`config.mk`:
```
export PLATFORM = sky130hd
export DESIGN_NAME = lix_shr_ctrl_flat
export DESIGN_NICKNAME = d
export VERILOG_FILES = /design/src/rtl/lix_shr_ctrl_pkg.sv /design/src/rtl/lix_shr_ctrl_if.sv /design/src/rtl/lix_shr_ctrl_vld_chain.sv /design/src/rtl/lix_shr_ctrl.sv /design/src/flat_wrapper.sv
export SDC_FILE = /design/constraint.sdc
export NUM_CORES = 1
export LEC_CHECK = 0
export BUFFER_PORTS_ARGS = -buffer_cell sky130_fd_sc_hd__buf_2
export CAP_MARGIN = 30
export CORE_AREA = 2 2 39 41
export DETAILED_ROUTE_END_ITERATION = 10
export DIE_AREA = 0 0 41 43
export SLEW_MARGIN = 20
export SYNTH_ARGS = -nofsm -noshare
export SYNTH_HDL_FRONTEND = slang
export SYNTH_SLANG_ARGS = --single-unit
```
`constraint.sdc`:
```
create_clock -name clk_i -period 2.4 [get_ports clk_i]
set_clock_uncertainty 0.15 [all_clocks]
set_input_delay 0.24 -clock clk_i [delete_from_list [all_inputs] [get_ports clk_i]]
set_output_delay 0.24 -clock clk_i [all_outputs]
set_load 0.03 [all_outputs]
```
`src/rtl/lix_shr_ctrl_pkg.sv`:
```
// Purpose : shared types and helpers for the lix_shr pipeline flow controller.
// Contents: lix_shr_st_e  - controller state encoding
//           cnt_w()       - width of an occupancy count able to hold 0..n
package lix_pkg;

  typedef enum logic [1:0] {
    IDLE  = 2'd0,
    RUN   = 2'd1,
    DRAIN = 2'd2
  } lix_shr_st_e;

  function automatic int cnt_w(input int n);
    return (n < 1) ? 1 : $clog2(n + 1);
  endfunction

endpackage

```
`src/rtl/lix_shr_ctrl_if.sv`:
```
// Purpose : handshake/control bundle between the flow controller and its
//           environment (upstream source, downstream sink, chain control).
// Signals : i_vld/o_rdy   upstream handshake
//           o_vld/i_rdy   downstream handshake
//           o_en/o_dvld   chain shift enable and stage-0 capture valid
//           i_drain/i_flush, o_cnt/o_idle/o_done  control and status
// Modports: slave  - the controller
//           master - the environment driving it
interface lix_shr_ctrl_if #(
  parameter int N = 2
);
  import lix_pkg::*;

  localparam int CW = cnt_w(N);

  logic          i_vld;
  logic          o_rdy;
  logic          o_en;
  logic          o_dvld;
  logic          o_vld;
  logic          i_rdy;
  logic          i_drain;
  logic          i_flush;
  logic [CW-1:0] o_cnt;
  logic          o_idle;
  logic          o_done;

  modport slave (
    input  i_vld, i_rdy, i_drain, i_flush,
    output o_rdy, o_en, o_dvld, o_vld, o_cnt, o_idle, o_done
  );

  modport master (
    output i_vld, i_rdy, i_drain, i_flush,
    input  o_rdy, o_en, o_dvld, o_vld, o_cnt, o_idle, o_done
  );

endinterface

```
`src/rtl/lix_shr_ctrl_vld_chain.sv`:
```
// Purpose : shadow copy of the valid bit of every stage of the controlled
//           global-enable register chain; o_v[N-1] is the output stage.
// Ports   : clk_i, rst_ni (sync, active-low)
//           i_en    shift enable (same enable the chain sees)
//           i_flush clear all valid bits
//           i_vld   valid captured into stage 0 on a shift
//           o_v     per-stage valid bits
module lix_vld_chain #(
  parameter int N = 2
) (
  input  logic         clk_i,
  input  logic         rst_ni,
  input  logic         i_en,
  input  logic         i_flush,
  input  logic         i_vld,
  output logic [N-1:0] o_v
);

  if (N == 1) begin : g_one
    // NOTE: reset is sampled on the clock edge (synchronous) and all state
    // is written with non-blocking assignments so every register sees the
    // pre-edge values of the others.
    always_ff @(posedge clk_i) begin
      if (!rst_ni || i_flush) o_v <= '0;
      else if (i_en)          o_v <= i_vld;
    end
  end else begin : g_many
    always_ff @(posedge clk_i) begin
      if (!rst_ni || i_flush) o_v <= '0;
      else if (i_en)          o_v <= {o_v[N-2:0], i_vld};
    end
  end

endmodule

```
`src/rtl/lix_shr_ctrl.sv`:
```
// Purpose : flow controller for an N-stage global-enable pipeline chain.
//           Maps upstream/downstream valid/ready onto the chain's single
//           shift enable and stage-0 valid, tracks occupancy, and supports
//           drain (empty then pulse done) and flush (discard everything).
// Ports   : clk_i  clock
//           rst_ni synchronous active-low reset
//           bus    lix_shr_ctrl_if.slave handshake/control bundle
module lix_shr_ctrl
  import lix_pkg::*;
#(
  parameter int N = 2
) (
  input  logic           clk_i,
  input  logic           rst_ni,
  lix_shr_ctrl_if.slave  bus
);

  localparam int CW = cnt_w(N);

  logic [N-1:0]  v;
  logic          en;
  logic          en_out;
  logic          accept;
  logic          retire;
  logic [CW-1:0] cnt_q, cnt_d;
  lix_shr_st_e   state_q, state_d;
  logic          done_q, done_d;

  // The chain advances whenever its output stage is empty or being consumed;
  // internal bubbles are not squeezed out. Flush freezes the chain for the
  // cycle it is asserted.
  assign en      = ~v[N-1] | bus.i_rdy;
  assign en_out  = en & ~bus.i_flush;
  assign accept  = bus.i_vld & bus.o_rdy;
  assign retire  = bus.o_vld & bus.i_rdy;

  assign bus.o_en   = en_out;
  assign bus.o_rdy  = en & (state_q != DRAIN) & ~bus.i_flush;
  assign bus.o_dvld = accept;
  assign bus.o_vld  = v[N-1] & ~bus.i_flush;
  assign bus.o_cnt  = cnt_q;
  assign bus.o_idle = (state_q == IDLE);
  assign bus.o_done = done_q;

  lix_vld_chain #(.N(N)) u_vld_chain (
    .clk_i   (clk_i),
    .rst_ni  (rst_ni),
    .i_en    (en_out),
    .i_flush (bus.i_flush),
    .i_vld   (accept),
    .o_v     (v)
  );

  always_comb begin
    // NOTE: every variable gets a default before any branch so no path
    // leaves it unassigned, which would otherwise infer a latch.
    cnt_d = cnt_q;
    if (accept && !retire)      cnt_d = cnt_q + CW'(1);
    else if (!accept && retire) cnt_d = cnt_q - CW'(1);
  end

  always_comb begin
    state_d = state_q;
    done_d  = 1'b0;
    if (bus.i_flush) begin
      state_d = IDLE;
    end else begin
      case (state_q)
        IDLE: begin
          if (accept)           state_d = bus.i_drain ? DRAIN : RUN;
          else if (bus.i_drain) done_d  = 1'b1;
        end
        RUN: begin
          if (cnt_d == '0) begin
            state_d = IDLE;
            done_d  = bus.i_drain;
          end else if (bus.i_drain) begin
            state_d = DRAIN;
          end
        end
        DRAIN: begin
          if (cnt_d == '0) begin
            state_d = IDLE;
            done_d  = 1'b1;
          end
        end
        default: state_d = IDLE;
      endcase
    end
  end

  always_ff @(posedge clk_i) begin
    if (!rst_ni) begin
      state_q <= IDLE;
      cnt_q   <= '0;
      done_q  <= 1'b0;
    end else begin
      state_q <= state_d;
      cnt_q   <= bus.i_flush ? '0 : cnt_d;
      done_q  <= done_d;
    end
  end

endmodule

```
`src/flat_wrapper.sv`:
```
// flat-port wrapper written by rule: the top's interface ports become plain ports
module lix_shr_ctrl_flat import lix_pkg::*;
#(
  parameter int N = 2
)
  (clk_i, rst_ni, bus_i_vld, bus_i_rdy, bus_i_drain, bus_i_flush, bus_o_rdy, bus_o_en, bus_o_dvld, bus_o_vld, bus_o_cnt, bus_o_idle, bus_o_done);
  lix_shr_ctrl_if #(.N(N)) bus_i ();
  input  logic clk_i;
  input  logic rst_ni;
  input wire logic [$bits(bus_i.i_vld)-1:0] bus_i_vld;
  input wire logic [$bits(bus_i.i_rdy)-1:0] bus_i_rdy;
  input wire logic [$bits(bus_i.i_drain)-1:0] bus_i_drain;
  input wire logic [$bits(bus_i.i_flush)-1:0] bus_i_flush;
  output wire logic [$bits(bus_i.o_rdy)-1:0] bus_o_rdy;
  output wire logic [$bits(bus_i.o_en)-1:0] bus_o_en;
  output wire logic [$bits(bus_i.o_dvld)-1:0] bus_o_dvld;
  output wire logic [$bits(bus_i.o_vld)-1:0] bus_o_vld;
  output wire logic [$bits(bus_i.o_cnt)-1:0] bus_o_cnt;
  output wire logic [$bits(bus_i.o_idle)-1:0] bus_o_idle;
  output wire logic [$bits(bus_i.o_done)-1:0] bus_o_done;
  assign bus_i.i_vld = bus_i_vld;
  assign bus_i.i_rdy = bus_i_rdy;
  assign bus_i.i_drain = bus_i_drain;
  assign bus_i.i_flush = bus_i_flush;
  assign bus_o_rdy = bus_i.o_rdy;
  assign bus_o_en = bus_i.o_en;
  assign bus_o_dvld = bus_i.o_dvld;
  assign bus_o_vld = bus_i.o_vld;
  assign bus_o_cnt = bus_i.o_cnt;
  assign bus_o_idle = bus_i.o_idle;
  assign bus_o_done = bus_i.o_done;
  lix_shr_ctrl #(.N(N)) u_core (.clk_i(clk_i), .rst_ni(rst_ni), .bus(bus_i));
endmodule
```
# Yosys cells after proc, flatten, opt, wreduce, memory -nomap -nowiden

Index checks and enable logic that the tools add are counted.

Input bits: 6
Memory bits (read-only): 0
Word-level logic and storage cells: 45
Bits in latches: 0
Memories kept: 0
Bits in registers: 7
Memory bits (writable): 0
Output and inout bits: 8

Divide/modulo/power cells: 0
Order comparisons: 0
Bitwise logic cells: 10
Mux-type cells: 13
Equality and inequality tests: 6
Reduce and logical (&&, ||, !) cells: 10
Add/subtract/negate cells: 2
Shifts and indexed selects: 0
Multipliers: 0

Operators by type and width:

| operator              | number |
|---|---|
| $mux W2               | 7 |
| $and A1 B1 Y1         | 6 |
| $pmux W2 S3           | 1 |
| $logic_not A2 Y1      | 2 |
| $mux W1               | 4 |
| $ne A2 B1 Y1 const B  | 2 |
| $logic_not A1 Y1      | 3 |
| $ne A3 B2 Y1 const B  | 1 |
| $not A1 Y1            | 3 |
| $pmux W1 S3           | 1 |
| $reduce_and A3 Y1     | 1 |
| $add A2 B1 Y2 const B | 1 |
| $eq A2 B1 Y1 const B  | 1 |
| $eq A2 B2 Y1 const B  | 1 |
| $logic_and A1 B1 Y1   | 2 |
| $ne A2 B2 Y1 const B  | 1 |
| $reduce_or A2 Y1      | 1 |
| $sub A2 B1 Y2 const B | 1 |
| $logic_or A1 B1 Y1    | 1 |
| $or A1 B1 Y1          | 1 |

# Depth between registers and ports, before layout

Word-level depth: 12
Depth in mapped cells: 6
Depth with buffers taken out: 5

# By module

A second synthesis with hierarchy kept.

Cells, all modules: 52
Area, all modules: 444.2 um2

Modules (own cells, without submodules):

| module        | times used | seq. area each (um2) | cells each | area an instance (um2) |
|---|---|---|---|---|
| lix_shr_ctrl  | 1          | 100.1                | 45         | 370.4 |
| lix_vld_chain | 1          | 40.0                 | 7          | 73.8 |

# Worst setup path before layout

OpenSTA, ideal clock, no wires.

Path type: flip-flop to flip-flop
Start: reg u_core.cnt_q[1], in the netlist u_core.bus.o_cnt[1]
End: reg u_core.state_q[1]
Clock period less this slack: 1918 ps
Data required time: 2133 ps
Arrival: 1651 ps
Setup time: 117 ps
Buffers on the path: 0
Setup slack: 482 ps
Stages on the path, launching flop included: 6
Cell sequence: dfxtp_1 > inv_1 > or4_4 > a2bb2oi_2 > o21a_1 > a32o_1

Word-level cells in the longest chain between the ends: 6
Elaborated cells between the ends (all ways): 10
Classes of those cells: add/sub (2); eq/ne (2); mux (4); reduce/logical (2)

Ends and longest elaborated chain:

| element                                                           | RTL line                               | source |
|---|---|---|
| start, declared                                                   | lix_shr_ctrl.sv:25                     | `logic [CW-1:0] cnt_q, cnt_d;` |
| start signal, assigned                                            | lix_shr_ctrl.sv:99                     | `cnt_q <= bus.i_flush ? '0 : cnt_d;` |
| $sub A2 B1 Y2                                                     | lix_shr_ctrl.sv:59                     | `else if (!accept && retire) cnt_d = cnt_q - CW'(1);` |
| $mux W2                                                           | lix_shr_ctrl.sv:59                     |  |
| $mux W2 (*)                                                       | lix_shr_ctrl.sv:58                     | `if (accept && !retire) cnt_d = cnt_q + CW'(1);` |
| $logic_not A2 Y1 (*)                                              | lix_shr_ctrl.sv:74, lix_shr_ctrl.sv:82 |  |
| $ne A3 B2 Y1 (no source line) (tied with other cells)             | -                                      |  |
| $reduce_and A3 Y1 (no source line) or $pmux W2 S3 (tied branches) | -                                      |  |
| end signal, assigned                                              | lix_shr_ctrl.sv:98                     | `state_q <= state_d;` |
| end, declared                                                     | lix_shr_ctrl.sv:26                     | `lix_shr_st_e state_q, state_d;` |

Every way passes the cells marked *; elsewhere a longest branch is shown, timed or not.
A chain may end at the register's enable or synchronous reset.

# Final worst setup path

Start: reg u_core.state_q[1]
End: out bus_o_dvld

Word-level cells in the longest chain between the ends: 4

Ends and longest elaborated chain:

| element                    | RTL line           | source |
|---|---|---|
| $ne A2 B2 Y1               | lix_shr_ctrl.sv:38 | `assign bus.o_rdy = en & (state_q != DRAIN) & ~bus.i_flush;` |
| $and A1 B1 Y1 (2 in a row) | lix_shr_ctrl.sv:38 |  |
| $and A1 B1 Y1              | lix_shr_ctrl.sv:34 | `assign accept = bus.i_vld & bus.o_rdy;` |
| end, declared              | flat_wrapper.sv:16 | `output wire logic [$bits(bus_i.o_dvld)-1:0] bus_o_dvld;` |

Every way passes these cells.

==> impl_metrics.json <==
{
  "layout-area-overhead-vs-synth_pct": 21.8,
  "netlist_area_um2": 459,
  "required_ns": 2.01,
  "final.setup.tns_ns": 0,
  "overflow": 0,
  "numCtsBuffers": 3,
  "drc": 0,
  "dr.first_iter.drc_count": 16,
  "reg2reg_from": "u_core.state_q[1]$_SDFFE_PP0P_",
  "reg2reg_slack_ns": 0.57,
  "finalSetupViolCount": 0,
  "grt_use_total_pct": 12.7,
  "hold_depth": 2,
  "arrival_ns": 1.60,
  "cts-hold-fix-buffers": 0,
  "fmax_mhz": 502,
  "dp.cells": 86,
  "rsz0062_at_grt": "no",
  "relSlewSlack_pct": 66.2,
  "antenna_found_initial": 0,
  "p_switching_w": 0.0000815,
  "routabilityCongestion": 0.741,
  "grt_max_degree": 10,
  "syn_nets": 64,
  "clkPwrFrac_pct": 37.5,
  "drive_gt1_share_pct": 28.4,
  "start_util_pct": 33.2,
  "htree_levels": 1,
  "ant_nets": 0,
  "maxCapViolations": 0,
  "synthCells": 58,
  "grt_pass1_vias": 375,
  "instances_no_fill": 90,
  "ys_warn_count": 0,
  "cts-root-buf": "clkbuf_4",
  "port_buffers": 13,
  "ir_drop_mv": 0.219,
  "viasPerCell": 5.10,
  "worstMarginPinSlew_ns": 0.505,
  "die_y_um": 43,
  "crit_path_end_kind": "primary output",
  "layout.nets": 81,
  "synthArstFlopShare_pct": 0,
  "dp_hpwl_um": 770,
  "p_int_w": 0.000205,
  "post-route-min-period_ns": 1.99,
  "synth.largest_area_cell": "dfxtp_1",
  "dieArea_um2": 1760,
  "power.density_nw_per_um2": 512,
  "wl_per_cell_um": 11.1,
  "synthFlopType": "dfxtp_1",
  "fin_crit_sh_pct": 83.0,
  "clkSinkCount": 7,
  "power.share.combinational_pct": 19.7,
  "wirelength_um": 1000,
  "p_leak_nw": 0.247,
  "core_area_um2": 1380,
  "p_seq_share_pct": 42.9,
  "rr_worst_depth": 5,
  "path_class": "reg -> out",
  "cts_tree": "done",
  "synth_seq_area_share_pct": 30.5,
  "cp_max_fo": 9,
  "hold_viol": 0,
  "synth_edf_count": 0,
  "dr.pass1.iters": 4,
  "clock_latency_ns": 0.25,
  "synth_area_leaders": "dfxtp_1, nor2_1, a21oi_1, nor2b_1, or4_4",
  "status": "complete, no violations",
  "sw_frac_of_total_pct": 28.5,
  "rows": 14,
  "hold_end": "u_core.state_q[0]$_SDFFE_PP0P_",
  "ys_types": 27,
  "cts_setup_buffers": 0,
  "cts_resized": 0,
  "synth_top_area_share_pct": 30.5,
  "io_pins": 14,
  "critPathLaunchType": "flop",
  "reg2reg_to": "u_core.state_q[1]$_SDFFE_PP0P_",
  "drv_slew": 0,
  "clk_pin_slew_worst_paths_ns": 0.05,
  "die_x_um": 41,
  "min_from": "bus_i_drain",
  "num_antenna_cells": 0,
  "vias": 459,
  "cts.path.max_buffers": 2,
  "holdCritPathClass": "in -> reg",
  "syn_area_per_cell_um2": 7.92,
  "grt_first_pass_wirelength_um": 1480,
  "synth_seq_cells": 7
}
layout by cell type, fill, tap and decap left out, drive strengths merged, types with 2 or more instances in the layout:
cell type	Yosys	layout
a21oi	5	5
buf	1	13
clkbuf	0	4
dfxtp	7	7
inv	5	5
mux2i	2	2
nand2	4	4
nand2b	2	2
nor2	7	7
nor2b	4	4
nor3b	2	2
o21ai	3	3
or4	2	2
registers in the layout (all words and copies together), names as in the netlist:
name and flops:
u_core.bus.o_cnt 2, u_core.state_q 2, u_core.u_vld_chain.o_v 2, u_core.bus.o_done 1
synthesized netlist by cell type (all sizes together) (2+ instances only):
cell and instances:
a21oi 5, dfxtp 7, inv 5, mux2i 2
nand2 4, nand2b 2, nor2 7, nor2b 4
nor3b 2, o21ai 3, or4 2
final cells by class:
type	count	area, µm²
multi-input combinational	45	289
fill	154	825
inverter	5	18.8
tap	16	20.0
clock buffer	4	26.3
timing repair buffer	13	65.1
sequential	7	140
kinds of logic after synthesis:
| kind of cell | Yosys count | synth area share, % |
|---|---|---|
| AND/OR/NAND/NOR | 27 | 33.8 |
| flip-flops | 7 | 30.5 |
| multiplexers | 2 | 4.36 |
| XOR/XNOR | 1 | 1.91 |
| buffers and inverters | 6 | 6.54 |
| AO/OA/AOI/OAI | 15 | 22.9 |
routing by layer:
layer | wire length, µm | share of wire [%] | track usage [%]
met5 | 0 | 0 | 0
met1 | 454 | 45 | 14.5
met4 | 0 | 0 | 10.0
met3 | 69 | 6.9 | 3.14
met2 | 479 | 48 | 18.8
critical path, stage by stage, from the launching register on:
cell     delay, ns
dfxtp_1       0.33
nor2b_1       0.21
or4_4         0.55
inv_1         0.07
buf_2         0.19
worst max path at each step:
stage | start | endpoint | slack (ns) | depth (start not counted)
final | u_core.state_q[1]$_SDFFE_PP0P_ | bus_o_dvld | 0.41 | 4
after global routing | u_core.state_q[0]$_SDFFE_PP0P_ | bus_o_dvld | 0.34 | 4
after CTS | u_core.state_q[0]$_SDFFE_PP0P_ | bus_o_dvld | 0.40 | 4
after detailed placement | u_core.state_q[1]$_SDFFE_PP0P_ | u_core.state_q[1]$_SDFFE_PP0P_ | 0.57 | 5
after global placement | u_core.state_q[1]$_SDFFE_PP0P_ | u_core.state_q[1]$_SDFFE_PP0P_ | 0.58 | 5
after floorplan | u_core.bus.o_cnt[1]$_SDFF_PP0_ | u_core.state_q[1]$_SDFFE_PP0P_ | 0.48 | 5
metrics by stage:
step	hold slack (ns)	setup WS [ns]	power (W)	area, µm²	util [%]
floorplan	0.169	0.482	0.000165	459	-
global placement	0.270	0.585	0.000181	533	38.5
detailed placement	0.272	0.572	0.000181	533	38.5
CTS	0.00336	0.395	0.000291	559	40.4
global route	0.00274	0.341	0.000304	559	40.4
finish	0.0116	0.409	0.000287	559	40.4
power by group through the flow:
stage	Clock, W	Combinational, W	Sequential, W
after CTS	0.000112	0.0000562	0.000123
after detailed placement	0	0.0000561	0.000125
after global placement	0	0.0000562	0.000125
after global routing	0.000120	0.0000607	0.000123
after floorplan	0	0.0000371	0.000128
final	0.000107	0.0000563	0.000123
Note: power is estimated with default switching activity, not from simulation.
